==> config.mk <==
export PLATFORM = sky130hd
export DESIGN_NAME = mem_access_arbiter_flat
export DESIGN_NICKNAME = d
export VERILOG_FILES = /design/src/rtl/mem_access_arbiter_if.sv /design/src/rtl/mem_access_arbiter.sv /design/src/flat_wrapper.sv
export SDC_FILE = /design/constraint.sdc
export NUM_CORES = 1
export LEC_CHECK = 0
export CAP_MARGIN = 20
export CORE_ASPECT_RATIO = 2
export CORE_MARGIN = 2
export CORE_UTILIZATION = 46
export CTS_BUF_LIST = sky130_fd_sc_hd__clkbuf_8
export DETAILED_ROUTE_END_ITERATION = 12
export PLACE_DENSITY = 0.86
export SLEW_MARGIN = 20
export SYNTH_ARGS = -nofsm -noshare
export SYNTH_HDL_FRONTEND = slang
export SYNTH_SLANG_ARGS = --single-unit
==> constraint.sdc <==
create_clock -name i_clk -period 2.5 [get_ports i_clk]
set_input_delay 0.5 -clock i_clk [delete_from_list [all_inputs] [get_ports i_clk]]
set_output_delay 0.5 -clock i_clk [all_outputs]
set_load 0.02 [all_outputs]
==> src/rtl/mem_access_arbiter_if.sv <==
// Bus bundle between the two requesters, the access arbiter and the 8x8 array.
// The slave modport is the arbiter's view of it; the master modport is the requester/array side.
interface mem_access_arbiter_if #(
  parameter int ADDR_W = 3,
  parameter int DATA_W = 8
);
  logic [1:0]        i_req;
  logic [1:0]        i_we;
  logic [ADDR_W-1:0] i_addr0;
  logic [ADDR_W-1:0] i_addr1;
  logic [DATA_W-1:0] i_wdata0;
  logic [DATA_W-1:0] i_wdata1;
  logic [1:0]        o_gnt;
  logic [1:0]        o_done;
  logic [DATA_W-1:0] o_rdata;
  logic [ADDR_W-1:0] o_k_address;
  logic              o_valid;
  logic              o_write_en;
  logic              o_read_en;
  logic [DATA_W-1:0] o_wdata;
  logic [DATA_W-1:0] i_mem_rdata;

  modport slave (
    input  i_req, i_we, i_addr0, i_addr1, i_wdata0, i_wdata1, i_mem_rdata,
    output o_gnt, o_done, o_rdata, o_k_address, o_valid, o_write_en, o_read_en, o_wdata
  );

  modport master (
    output i_req, i_we, i_addr0, i_addr1, i_wdata0, i_wdata1, i_mem_rdata,
    input  o_gnt, o_done, o_rdata, o_k_address, o_valid, o_write_en, o_read_en, o_wdata
  );
endinterface

==> src/rtl/mem_access_arbiter.sv <==
// Two-requester arbiter and access sequencer for the 8x8-bit array (setup, enable, done).
// Define MEM_ARB_ROUND_ROBIN_EN for round-robin tie breaking; default is fixed priority to requester 0.
//
// state  | meaning
// -------+--------------------------------------------------------------
// IDLE   | waiting for a request; winner command latched on accept edge
// SETUP  | grant pulse, decoder address/valid settle, enables off
// ACCESS | read or write strobe held for ACCESS_CYCLES cycles
// DONE   | completion pulse, read data presented, decoder invalid
module mem_access_arbiter #(
  parameter int ADDR_W        = 3,
  parameter int DATA_W        = 8,
  parameter int ACCESS_CYCLES = 1
) (
  input logic                  i_clk,
  input logic                  i_rst_n,
  mem_access_arbiter_if.slave  bus
);

  typedef enum logic [1:0] {
    ST_IDLE   = 2'd0,
    ST_SETUP  = 2'd1,
    ST_ACCESS = 2'd2,
    ST_DONE   = 2'd3
  } state_t;

  localparam logic [1:0] ACC_LOAD = 2'(ACCESS_CYCLES - 1);

  state_t            state_q, state_d;
  logic [1:0]        cnt_q, cnt_d;
  logic              we_q, we_d;
  logic              win_q, win_d;
  logic [1:0]        gnt_q, gnt_d;
  logic [1:0]        done_q, done_d;
  logic [DATA_W-1:0] rdata_q, rdata_d;
  logic [ADDR_W-1:0] addr_q, addr_d;
  logic [DATA_W-1:0] wdata_q, wdata_d;
  logic              valid_q, valid_d;
  logic              wen_q, wen_d;
  logic              ren_q, ren_d;
  logic              pick;

`ifdef MEM_ARB_ROUND_ROBIN_EN
  // ptr_q holds the index of the requester granted last
  logic              ptr_q, ptr_d;

  always_comb begin
    pick = 1'b0;
    if (bus.i_req[0] && bus.i_req[1]) begin
      pick = ~ptr_q;
    end else if (bus.i_req[1]) begin
      pick = 1'b1;
    end
  end

  always_comb begin
    ptr_d = ptr_q;
    if (state_q == ST_IDLE && (|bus.i_req)) begin
      ptr_d = pick;
    end
  end

  always_ff @(posedge i_clk or negedge i_rst_n) begin
    if (!i_rst_n) begin
      ptr_q <= 1'b1;
    end else begin
      ptr_q <= ptr_d;
    end
  end
`else
  always_comb begin
    pick = ~bus.i_req[0];
  end
`endif

  always_comb begin
    state_d = state_q;
    cnt_d   = cnt_q;
    we_d    = we_q;
    win_d   = win_q;
    gnt_d   = 2'b00;
    done_d  = 2'b00;
    rdata_d = rdata_q;
    addr_d  = addr_q;
    wdata_d = wdata_q;
    valid_d = 1'b0;
    wen_d   = 1'b0;
    ren_d   = 1'b0;

    unique case (state_q)
      ST_IDLE: begin
        if (|bus.i_req) begin
          win_d   = pick;
          we_d    = bus.i_we[pick];
          addr_d  = pick ? bus.i_addr1  : bus.i_addr0;
          wdata_d = pick ? bus.i_wdata1 : bus.i_wdata0;
          gnt_d   = pick ? 2'b10 : 2'b01;
          valid_d = 1'b1;
          state_d = ST_SETUP;
        end
      end
      ST_SETUP: begin
        cnt_d   = ACC_LOAD;
        valid_d = 1'b1;
        wen_d   = we_q;
        ren_d   = ~we_q;
        state_d = ST_ACCESS;
      end
      ST_ACCESS: begin
        if (cnt_q == 2'd0) begin
          done_d  = win_q ? 2'b10 : 2'b01;
          state_d = ST_DONE;
          // array read data is only guaranteed while the read strobe is up
          if (!we_q) begin
            rdata_d = bus.i_mem_rdata;
          end
        end else begin
          cnt_d   = cnt_q - 2'd1;
          valid_d = 1'b1;
          wen_d   = we_q;
          ren_d   = ~we_q;
        end
      end
      ST_DONE: begin
        state_d = ST_IDLE;
      end
      default: begin
        state_d = ST_IDLE;
      end
    endcase
  end

  always_ff @(posedge i_clk or negedge i_rst_n) begin
    if (!i_rst_n) begin
      state_q <= ST_IDLE;
      cnt_q   <= 2'd0;
      we_q    <= 1'b0;
      win_q   <= 1'b0;
      gnt_q   <= 2'b00;
      done_q  <= 2'b00;
      rdata_q <= '0;
      addr_q  <= '0;
      wdata_q <= '0;
      valid_q <= 1'b0;
      wen_q   <= 1'b0;
      ren_q   <= 1'b0;
    end else begin
      state_q <= state_d;
      cnt_q   <= cnt_d;
      we_q    <= we_d;
      win_q   <= win_d;
      gnt_q   <= gnt_d;
      done_q  <= done_d;
      rdata_q <= rdata_d;
      addr_q  <= addr_d;
      wdata_q <= wdata_d;
      valid_q <= valid_d;
      wen_q   <= wen_d;
      ren_q   <= ren_d;
    end
  end

  assign bus.o_gnt       = gnt_q;
  assign bus.o_done      = done_q;
  assign bus.o_rdata     = rdata_q;
  assign bus.o_k_address = addr_q;
  assign bus.o_valid     = valid_q;
  assign bus.o_write_en  = wen_q;
  assign bus.o_read_en   = ren_q;
  assign bus.o_wdata     = wdata_q;

endmodule

==> src/flat_wrapper.sv <==
// flat-port wrapper written by rule: the top's interface ports become plain ports
module mem_access_arbiter_flat 
#(
  parameter int ADDR_W        = 3,
  parameter int DATA_W        = 8,
  parameter int ACCESS_CYCLES = 1
)
  (i_clk, i_rst_n, bus_i_req, bus_i_we, bus_i_addr0, bus_i_addr1, bus_i_wdata0, bus_i_wdata1, bus_i_mem_rdata, bus_o_gnt, bus_o_done, bus_o_rdata, bus_o_k_address, bus_o_valid, bus_o_write_en, bus_o_read_en, bus_o_wdata);
  mem_access_arbiter_if #(.ADDR_W(ADDR_W), .DATA_W(DATA_W)) bus_i ();
  input logic i_clk;
  input logic i_rst_n;
  input wire logic [$bits(bus_i.i_req)-1:0] bus_i_req;
  input wire logic [$bits(bus_i.i_we)-1:0] bus_i_we;
  input wire logic [$bits(bus_i.i_addr0)-1:0] bus_i_addr0;
  input wire logic [$bits(bus_i.i_addr1)-1:0] bus_i_addr1;
  input wire logic [$bits(bus_i.i_wdata0)-1:0] bus_i_wdata0;
  input wire logic [$bits(bus_i.i_wdata1)-1:0] bus_i_wdata1;
  input wire logic [$bits(bus_i.i_mem_rdata)-1:0] bus_i_mem_rdata;
  output wire logic [$bits(bus_i.o_gnt)-1:0] bus_o_gnt;
  output wire logic [$bits(bus_i.o_done)-1:0] bus_o_done;
  output wire logic [$bits(bus_i.o_rdata)-1:0] bus_o_rdata;
  output wire logic [$bits(bus_i.o_k_address)-1:0] bus_o_k_address;
  output wire logic [$bits(bus_i.o_valid)-1:0] bus_o_valid;
  output wire logic [$bits(bus_i.o_write_en)-1:0] bus_o_write_en;
  output wire logic [$bits(bus_i.o_read_en)-1:0] bus_o_read_en;
  output wire logic [$bits(bus_i.o_wdata)-1:0] bus_o_wdata;
  assign bus_i.i_req = bus_i_req;
  assign bus_i.i_we = bus_i_we;
  assign bus_i.i_addr0 = bus_i_addr0;
  assign bus_i.i_addr1 = bus_i_addr1;
  assign bus_i.i_wdata0 = bus_i_wdata0;
  assign bus_i.i_wdata1 = bus_i_wdata1;
  assign bus_i.i_mem_rdata = bus_i_mem_rdata;
  assign bus_o_gnt = bus_i.o_gnt;
  assign bus_o_done = bus_i.o_done;
  assign bus_o_rdata = bus_i.o_rdata;
  assign bus_o_k_address = bus_i.o_k_address;
  assign bus_o_valid = bus_i.o_valid;
  assign bus_o_write_en = bus_i.o_write_en;
  assign bus_o_read_en = bus_i.o_read_en;
  assign bus_o_wdata = bus_i.o_wdata;
  mem_access_arbiter #(.ADDR_W(ADDR_W), .DATA_W(DATA_W), .ACCESS_CYCLES(ACCESS_CYCLES)) u_core (.i_clk(i_clk), .i_rst_n(i_rst_n), .bus(bus_i));
endmodule
# --- After elaboration in Yosys (flattened, before gate mapping) ---
# Cells that the tools add are included.
totals:
  ff_bits: 32
  elab_cells: 52
classes:
  n_addsub: 1
  n_lt_le_gt_ge: 1
  n_eq_ne: 6
  muxes: 22
  n_bitwise: 2
  reduce_logical: 8
op_table:
  columns: ["cell", "n"]
  rows:
  - ["$mux 2", 9]
  - ["$mux 8", 1]
  - ["$pmux 2 s4", 1]
  - ["$mux 1", 6]
  - ["$reduce_and 2->1", 3]
  - ["$eq 2x2->1 const B", 2]
  - ["$logic_not 2->1", 2]
  - ["$ne 2x1->1 const B", 2]
  - ["$pmux 1 s2", 2]
  - ["$pmux 2 s2", 1]
  - ["$mux 3", 1]
  - ["$pmux 1 s3", 1]
  - ["$reduce_and 3->1", 1]
  - ["$eq 2x1->1 const B", 1]
  - ["$lt 1x2->1 const B", 1]
  - ["$ne 2x2->1 const B", 1]
  - ["$not 1->1", 2]
  - ["$reduce_bool 2->1", 1]
  - ["$reduce_or 2->1", 1]
  - ["$sub 2x1->2 const B", 1]

# --- Logic depth before layout (Yosys ltp) ---
# Gate-level depths: netlist of run 1.
depth:
  word_depth: 3
  mapped_depth: 6
  depth_no_buf: 5

# --- Least setup slack after synthesis of run 1 ---
# No wires, ideal clock.
synth_timing:
  path_kind: "register to register"
  from: "register u_core.state_q[0]"
  to: "register u_core.state_q[1]"
  arrival_time_ps: 1274
  t_required_ps: 2375
  path_slack_ps: 1101
  path_stages_with_launch: 6
  path_buffers: 0
  period_less_slack_ps: 1399
  path_cell_list: "dfrtp_1 inv_1 ha_1 nor2b_4 a21oi_2 mux2_2"
synth_via:
  elab_chain_cells: 3
  elab_cells_between_ends: 8
synth_lines:
  columns: ["item", "line_no", "text"]
  rows:
  - ["from (decl)", "mem_access_arbiter.sv:29", "state_t state_q, state_d;"]
  - ["from (signal assigned)", "mem_access_arbiter.sv:148", "state_q <= state_d;"]
  - ["$eq 2x2->1 / $logic_not 2->1 (equally long branches)", "mem_access_arbiter.sv:90", "unique case (state_q)"]
  - ["$ne 2x1->1 (no source line)", null, null]
  - ["$reduce_and 2->1 (no source line)", null, null]
# Parallel ways exist; a longest one is shown, timed or not.
# A chain may end at the register's enable or synchronous reset.

# --- Worst setup path after layout of run 1 ---
layout_timing:
  from: "register u_core.addr_q[2], in the netlist u_core.bus.o_k_address[2]"
  to: "output port bus_o_k_address[2]"
layout_rtl:
  columns: ["item", "line_no", "text"]
  rows:
  - ["from (decl)", "mem_access_arbiter.sv:36", "logic [ADDR_W-1:0] addr_q, addr_d;"]
  - ["from (signal assigned)", "mem_access_arbiter.sv:155", "addr_q <= addr_d;"]
  - ["to (decl)", "flat_wrapper.sv:22", "output wire logic [$bits(bus_i.o_k_address)-1:0] bus_o_k_address;"]
# No word-level cell between the ends.

==> results.cfg, run 1 <==
[clocking]
postCtsSetupRepairBufs = 0
clock_sinks = 32
path_clk_slew_ns = 0.06
cts-root-buf = clkbuf_8
clock_path_buffers = 2
cts_resized = 0
cts_tree = built
cts_hold_buffers = 0
clk_latency_ns = 0.28
htreeDepth = 2
cts_buffers = 5

[floorplanning]
die-area_um2 = 3510
core_um2 = 2910
die_y_um = 81.8
start_util = 0.478
rows = 28
die_w_um = 42.9
io_pins = 62

[logic_synthesis]
synth_seq_cells = 32
syn_avg_cell_area_um2 = 12.0
ys_types = 20
synth_cells = 116
ys_warn_count = 0
ys_seq_area_frac = 0.576
netlist_area_um2 = 1390
synth_nets = 157

[setup_path]
critPathArrivalTime_ns = 1.27
crit_chain = clkdlybuf4s50_1
slowest_stage = clkdlybuf4s50_1
start_kind = flip-flop
path_delay_family = buffers and inverters
crit_fanout = 2
end_kind = output pin
criticalPathCategory = flip-flop to output pin
required_ns = 2.00
crit_buf_inv = 1
cpPeakStageDelay_ns = 0.62

[power_and_ir_drop]
ir_worst_vdd_mv = 0.838
p_leak_nw = 0.962
power_density_nw_per_um2 = 1180

[drt]
ant_nets = 0
first_pass_iters = 3
drt_iter0_drc = 13
wirelength_um = 3030
viasPerCell = 5.08
num_vias = 1081
wl_per_cell_um = 14.2
drc = 0

[layout]
layout_commonest_cell = clkdlybuf4s50_1
final_nets = 223
diodes = 0
area_delta_synth_final_pct = 53.1
design_area_um2 = 2130
final_cell_mix = clkdlybuf4s50_1, dfrtp_1, nand2_1
fillers = 212
finalNonFillerCells = 213
drive_above_1_share = 0.131

[run_status]
status = completed

[placed_design]
routabilityCongestion = 0.749
dp.final_hpwl_um = 2370
io_buffers = 61
place_inst = 205
placed_area_um2 = 2020

[timing]
slew_viol_final = 0
worstMarginPinSlew_ns = 0.516
slew_headroom = 0.655
finalSetupViolCount = 0
clock-skew-final_ns = 0.00407
finalHoldWorstSlack_ns = 0.461
setup-tns-final_ns = 0
fin_crit_ns = 1.77
hold_viol = 0
rsz0062_at_grt = false
fin_crit_sh = 0.707
max_freq_mhz = 566

[worst_hold_path]
hold_class = flip-flop to flip-flop

[global_route]
antenna_found_initial = 0
grt_pass1_wl_um = 5020
grt_pass1_vias = 1162
grt_overflow = 0
grtUsageTotal = 0.195
grt_max_degree = 33

[run]
cap_violations = 0
final timing paths:
path | slack [ns] | from | to | cells after the start
max in group asynchronous | 1.60 | i_rst_n | u_core.state_q[1]$_DFFE_PN0P_ | 2
worst min register to register | 0.46 | u_core.we_q$_DFFE_PN0P_ | u_core.bus.o_read_en$_DFF_PN0_ | 1
worst max-delay path | 0.73 | u_core.bus.o_k_address[2]$_DFFE_PN0P_ | bus_o_k_address[2] | 1
worst min-delay path | 0.46 | u_core.we_q$_DFFE_PN0P_ | u_core.bus.o_read_en$_DFF_PN0_ | 1
worst max register to register | 0.94 | u_core.state_q[0]$_DFFE_PN0P_ | u_core.state_q[1]$_DFFE_PN0P_ | 5
min in group asynchronous | 0.61 | i_rst_n | u_core.bus.o_done[1]$_DFF_PN0_ | 2
state kept, by name, indices dropped and copies added (netlist names):
name	cells
u_core.bus.o_wdata	8
u_core.bus.o_k_address	3
u_core.cnt_q	2
u_core.bus.o_done	2
u_core.bus.o_rdata	8
u_core.bus.o_read_en	1
u_core.win_q	1
u_core.bus.o_valid	1
u_core.we_q	1
u_core.bus.o_gnt	2
u_core.bus.o_write_en	1
u_core.state_q	2
power breakdown:
group	switching (mW)	internal [mW]	total (mW)
sequential	0.123	0.745	0.868
combinational	0.579	0.603	1.18
clock	0.183	0.291	0.474
total	0.885	1.64	2.52
Yosys cell counts, drive strengths merged:
cell	instances	area, µm²
a21oi	3	18.8
nand3	1	10.0
mux2	9	101
and2	1	6.26
nand2	17	63.8
mux2i	12	120
and3	1	7.51
o22a	1	8.76
inv	5	18.8
a21bo	1	10.0
nor2b	1	13.8
ha	5	62.6
buf	4	31.3
nor2	7	26.3
o21ai	16	91.3
dfrtp	32	801
through the flow:
stage | total power, mW | utilization | setup slack, ns
floorplan | 1.53 | - | 1.10
global route | 2.70 | 0.733 | 0.690
global placement | 2.02 | 0.696 | 0.606
CTS | 2.56 | 0.733 | 0.719
finish | 2.52 | 0.733 | 0.734
detailed placement | 2.07 | 0.696 | 0.561
kinds of logic after synthesis:
logic type,count (synthesis),share of synthesized area
fa+ha+maj,5,0.0450
mux,21,0.159
simple gates,28,0.0917
buf+inv,9,0.0360
flops,32,0.576
compound gates,21,0.0926
per-layer routing:
metal	global-route usage	vias to the layer above	routed length, µm
met2	0.353	48	1690
met5	0	-	0
met3	0.0527	5	215
met1	0.206	506	1060
li1	-	522	-
met4	0.0844	0	65
cell type report:
cell class              count  area [µm²]  area share
well taps                  30        37.5      0.0176
clock inverters             3        38.8      0.0182
clock buffers               5        68.8      0.0323
multi-input cells          75         541       0.254
repair buffers             63         626       0.294
inverters                   5        18.8     0.00881
flip-flops and latches     32         801       0.376
(Power assumes the default switching activity.)
==> inputs of run 2 (changes only) <==
--- a/config.mk
+++ b/config.mk
@@ -8,10 +8,10 @@
 export CAP_MARGIN = 20
 export CORE_ASPECT_RATIO = 2
 export CORE_MARGIN = 2
-export CORE_UTILIZATION = 46
+export CORE_UTILIZATION = 39
 export CTS_BUF_LIST = sky130_fd_sc_hd__clkbuf_8
 export DETAILED_ROUTE_END_ITERATION = 12
-export PLACE_DENSITY = 0.86
+export PLACE_DENSITY = 0.78
 export SLEW_MARGIN = 20
 export SYNTH_ARGS = -nofsm -noshare
 export SYNTH_HDL_FRONTEND = slang
==> constraint.sdc (replaced) <==
create_clock -name i_clk -period 1.51 [get_ports i_clk]
set_input_delay 0.302 -clock i_clk [delete_from_list [all_inputs] [get_ports i_clk]]
set_output_delay 0.302 -clock i_clk [all_outputs]
set_load 0.02 [all_outputs]
==> results.cfg, run 2 (synthesis results as in run 1) <==
[clocking]
clock_path_buffers = 2
cts_buffers = 5
cts_hold_buffers = 0
path_clk_slew_ns = 0.06
cts-root-buf = clkbuf_8
htreeDepth = 2
cts_tree = built
clk_latency_ns = 0.28
clock_sinks = 32

[global_route]
antenna_found_initial = 0
grt_pass1_vias = 1126
grtUsageTotal = 0.162
grt_max_degree = 33
grt_overflow = 0
grt_pass1_wl_um = 4660

[setup_path]
r2r_cells = 4
start_kind = flip-flop
end_kind = output pin
criticalPathCategory = flip-flop to output pin
crit_chain = clkdlybuf4s50_1
required_ns = 1.21
path_delay_family = buffers and inverters
cpPeakStageDelay_ns = 0.59
slowest_stage = clkdlybuf4s50_1
crit_fanout = 1
r2r_end = u_core.state_q[1]$_DFFE_PN0P_
crit_buf_inv = 1
r2r_start = u_core.state_q[1]$_DFFE_PN0P_
r2r_slack_ns = 0.08
critPathArrivalTime_ns = 1.18

[floorplanning]
rows = 30
core_um2 = 3420
die-area_um2 = 4090
start_util = 0.407
die_w_um = 46.2
io_pins = 62
die_y_um = 88.5

[layout]
seq_area_um2 = 801
diodes = 0
final_cell_mix = clkdlybuf4s50_1, dfrtp_1, dlygate4sd2_1
fillers = 279
area_delta_synth_final_pct = 59.5
multi_input_area_um2 = 553
drive_above_1_share = 0.169
final_nets = 229
layout_commonest_cell = clkdlybuf4s50_1

[drt]
wirelength_um = 2990
num_vias = 1085
viasPerCell = 4.58
drc = 0
drt_iter0_drc = 17
wl_per_cell_um = 12.6
first_pass_iters = 4
ant_nets = 0

[timing]
slew_viol_final = 0
finalHoldWorstSlack_ns = 0.376
worstMarginPinSlew_ns = 0.288
clock-skew-final_ns = 0.00689
fin_crit_ns = 1.48
hold_viol = 0
max_freq_mhz = 675
fin_crit_sh = 0.981
setup-tns-final_ns = 0
finalSetupViolCount = 0
slew_headroom = 0.808

[power_and_ir_drop]
p_sw_frac = 0.362
p_int_mw = 2.61
p_comb_frac = 0.464
pwr-share-seq = 0.345
p_leak_nw = 1.11
p_sw_mw = 1.48
ir_worst_vdd_mv = 1.21
clockPowerShare = 0.190
power_density_nw_per_um2 = 1840

[run]
cap_violations = 0

[placed_design]
io_buffers = 61
routabilityCongestion = 0.758
dp.final_hpwl_um = 2390

[run_status]
status = completed

[worst_hold_path]
hold_class = input port to async pin
==> run 2: cell count changes in the layout (fill, tap and decap cells not counted) <==
cell,delta
dlygate4sd2_1,+21
nand3_2,-1
nand3_4,+1
ha_1,-2
ha_2,+2
dlymetal6s2s_1,+4
clkdlybuf4s50_1,-25
buf_4,+4
buf_12,+2
==> run 2: how the worst max path moves through the flow <==
| stage | startpoint | end | cells after the start |
|---|---|---|---|
| detailed placement | bus_i_req[0] | u_core.bus.o_wdata[0]$_DFFE_PN0P_ | 4 |
| global placement | bus_i_req[0] | u_core.bus.o_wdata[0]$_DFFE_PN0P_ | 4 |
| finish | u_core.bus.o_read_en$_DFF_PN0_ | bus_o_read_en | 1 |
| global route | u_core.bus.o_read_en$_DFF_PN0_ | bus_o_read_en | 1 |
| CTS | u_core.bus.o_done[1]$_DFF_PN0_ | bus_o_done[1] | 1 |
| floorplan | u_core.state_q[0]$_DFFE_PN0P_ | u_core.state_q[1]$_DFFE_PN0P_ | 5 |
==> run 2: per-layer routing <==
| layer | vias to the layer above | GRT usage | routed length [µm] |
|---|---|---|---|
| met2 | 46 | 0.295 | 1680 |
| met4 | 0 | 0.0961 | 102 |
| met1 | 499 | 0.150 | 1020 |
| li1 | 533 | - | - |
| met3 | 7 | 0.0408 | 188 |
| met5 | - | 0 | 0 |
==> run 2: power by group through the flow <==
stage	registers, mW	clock network [mW]	logic [mW]
final	1.41	0.778	1.90
after floorplan	1.81	0	0.722
after global placement	1.43	0	2.01
after CTS	1.42	0.799	1.89
after detailed placement	1.44	0	2.08
after global routing	1.46	0.832	2.07
==> run 2: area by class of cell <==
class                   instances  area share
multi-input cells              75       0.249
inverters                       5     0.00846
flip-flops and latches         32       0.361
well taps                      48      0.0271
clock buffers                   5      0.0310
repair buffers                 69       0.306
clock inverters                 3      0.0175
==> run 2: repair_timing <==
item,in CTS,in global routing
endpoints found under the hold margin,0,0
buffers inserted,0,1
resized for setup,21,7
endpoints found under the setup margin,21,13
==> run 2: metrics by stage <==
step | cells | instance area [µm²] | utilization | total power, mW | setup slack (ns)
after floorplan | 116 | 1390 | - | 2.54 | 0.111
after global placement | 228 | 2110 | 0.617 | 3.44 | 0.0119
after detailed placement | 228 | 2110 | 0.617 | 3.52 | -0.0525
after CTS | 236 | 2190 | 0.641 | 4.11 | 0.00457
after global routing | 237 | 2220 | 0.650 | 4.36 | -0.000236
final | 237 | 2220 | 0.650 | 4.09 | 0.0293
==> inputs of run 3 (changes only) <==
--- a/config.mk
+++ b/config.mk
@@ -8,10 +8,9 @@
 export CAP_MARGIN = 20
 export CORE_ASPECT_RATIO = 2
 export CORE_MARGIN = 2
-export CORE_UTILIZATION = 39
-export CTS_BUF_LIST = sky130_fd_sc_hd__clkbuf_8
+export CORE_UTILIZATION = 37
 export DETAILED_ROUTE_END_ITERATION = 12
-export PLACE_DENSITY = 0.78
+export PLACE_DENSITY = 0.74
 export SLEW_MARGIN = 20
 export SYNTH_ARGS = -nofsm -noshare
 export SYNTH_HDL_FRONTEND = slang
==> results.cfg, run 3 (synthesis results as in run 1) <==
[run_status]
status = completed

[setup_path]
end_kind = flip-flop
required_ns = 1.68
start_kind = flip-flop
critPathArrivalTime_ns = 1.59
crit_fanout = 4
criticalPathCategory = flip-flop to flip-flop

[floorplanning]
rows = 31
die_y_um = 90.7
die-area_um2 = 4300
start_util = 0.386
io_pins = 62
core_um2 = 3610
die_w_um = 47.4

[global_route]
grt_pass1_wl_um = 5200
use_met3 = 0.0520
grtUsageTotal = 0.172
grt_pass1_vias = 1174
grt-busiest-layer = met2
met1_usage = 0.178
antenna_found_initial = 0
grt_overflow = 0
grt_max_degree = 33
met2_usage = 0.288

[drt]
num_vias = 1112
first_pass_iters = 4
ant_nets = 0
wl_per_cell_um = 13.0
drc = 0
drt_iter0_drc = 24
viasPerCell = 4.65
wirelength_um = 3100

[clocking]
htreeDepth = 2
clk_latency_ns = 0.29
path_clk_slew_ns = 0.07
cts_tree = built
postCtsSetupRepairBufs = 0
cts_buffers = 5
clock_sinks = 32
clock_path_buffers = 2
cts-root-buf = clkbuf_8

[timing]
worstMarginPinSlew_ns = 0.238
setup-tns-final_ns = 0
worst_slack_ns = 0.0891
slew_viol_final = 0
finalSetupViolCount = 0
rsz0062_at_grt = true
fin_crit_sh = 0.941
hold_viol = 0
max_freq_mhz = 704
clock-skew-final_ns = 0.00453
fin_crit_ns = 1.42
slew_headroom = 0.841
finalHoldWorstSlack_ns = 0.381

[power_and_ir_drop]
p_sw_frac = 0.354
clockPowerShare = 0.213
finalPower_mw = 4.18
p_int_mw = 2.70
p_sw_mw = 1.48
p_comb_frac = 0.449
pwr-share-seq = 0.338
ir_worst_vdd_mv = 1.12
power_density_nw_per_um2 = 1880
p_leak_nw = 1.09

[worst_hold_path]
hold_class = input port to async pin

[layout]
final_nets = 230
diodes = 0
drive_above_1_share = 0.174
fillers = 305
area_delta_synth_final_pct = 59.9
design_area_um2 = 2220
layout_commonest_cell = clkdlybuf4s50_1
finalNonFillerCells = 239
final_util = 0.617
final_cell_mix = clkdlybuf4s50_1, dfrtp_1, dlygate4sd2_1

[placed_design]
dp_worst_setup_slack_ns = -0.0298
placed_area_um2 = 2120
routabilityCongestion = 0.707
place_inst = 231
dp.final_hpwl_um = 2430
io_buffers = 61

[run]
cap_violations = 0
==> run 3: changes by cell type in the layout (fill, tap and decap cells not counted), sizes merged <==
cell           previous run  this run
clkdlybuf4s50            36        35
inv                       6         5
dlygate4sd2              21        25
clkinv                    1         0
clkbuf                    5         7
buf                       8         9
dlymetal6s2s              4         1
==> run 3: worst paths after layout <==
path | start | to | slack [ns] | cells after the start
min in group i_clk | u_core.win_q$_DFFE_PN0P_ | u_core.bus.o_done[0]$_DFF_PN0_ | 0.47 | 1
setup / recovery | u_core.state_q[0]$_DFFE_PN0P_ | u_core.state_q[1]$_DFFE_PN0P_ | 0.09 | 5
hold reg to reg | u_core.win_q$_DFFE_PN0P_ | u_core.bus.o_done[0]$_DFF_PN0_ | 0.47 | 1
max in group asynchronous | i_rst_n | u_core.win_q$_DFFE_PN0P_ | 0.97 | 2
setup reg to reg | u_core.state_q[0]$_DFFE_PN0P_ | u_core.state_q[1]$_DFFE_PN0P_ | 0.09 | 5
hold / removal | i_rst_n | u_core.bus.o_gnt[1]$_DFF_PN0_ | 0.38 | 2
==> run 3: area by class of cell <==
| cell class | instances | area (µm²) | area share |
|---|---|---|---|
| Multi-Input combinational cell | 75 | 543 | 0.244 |
| Clock inverter | 1 | 30.0 | 0.0135 |
| Timing Repair Buffer | 70 | 674 | 0.303 |
| Clock buffer | 7 | 96.3 | 0.0433 |
| Tap cell | 49 | 61.3 | 0.0276 |
| Inverter | 5 | 18.8 | 0.00844 |
| Sequential cell | 32 | 801 | 0.360 |
==> run 3: power groups by stage <==
stage | clock network [mW] | logic (mW) | registers (mW)
after floorplan | 0 | 0.722 | 1.81
after global placement | 0 | 2.05 | 1.42
after detailed placement | 0 | 2.10 | 1.44
final | 0.889 | 1.88 | 1.41
after global routing | 0.932 | 2.09 | 1.46
after CTS | 0.906 | 1.90 | 1.42
==> run 3: repair_timing <==
action	CTS	global route
gates resized for setup	25	2
endpoints found under the setup margin	25	9
endpoints found under the hold margin	0	0
hold buffers	0	0
==> run 3: layer usage <==
| layer | wire length, µm | vias up | share of wire |
|---|---|---|---|
| met1 | 1100 | 522 | 0.36 |
| met3 | 230 | 6 | 0.074 |
| met2 | 1690 | 49 | 0.55 |
| met4 | 74 | 0 | 0.024 |
| met5 | 0 | - | 0 |
| li1 | - | 535 | - |
==> run 3: worst max-delay path, stage by stage (launching register included) <==
cell	delay (ns)
dfrtp_1	0.35
inv_1	0.07
ha_1	0.25
nor2b_4	0.16
a21oi_2	0.13
mux2_2	0.34
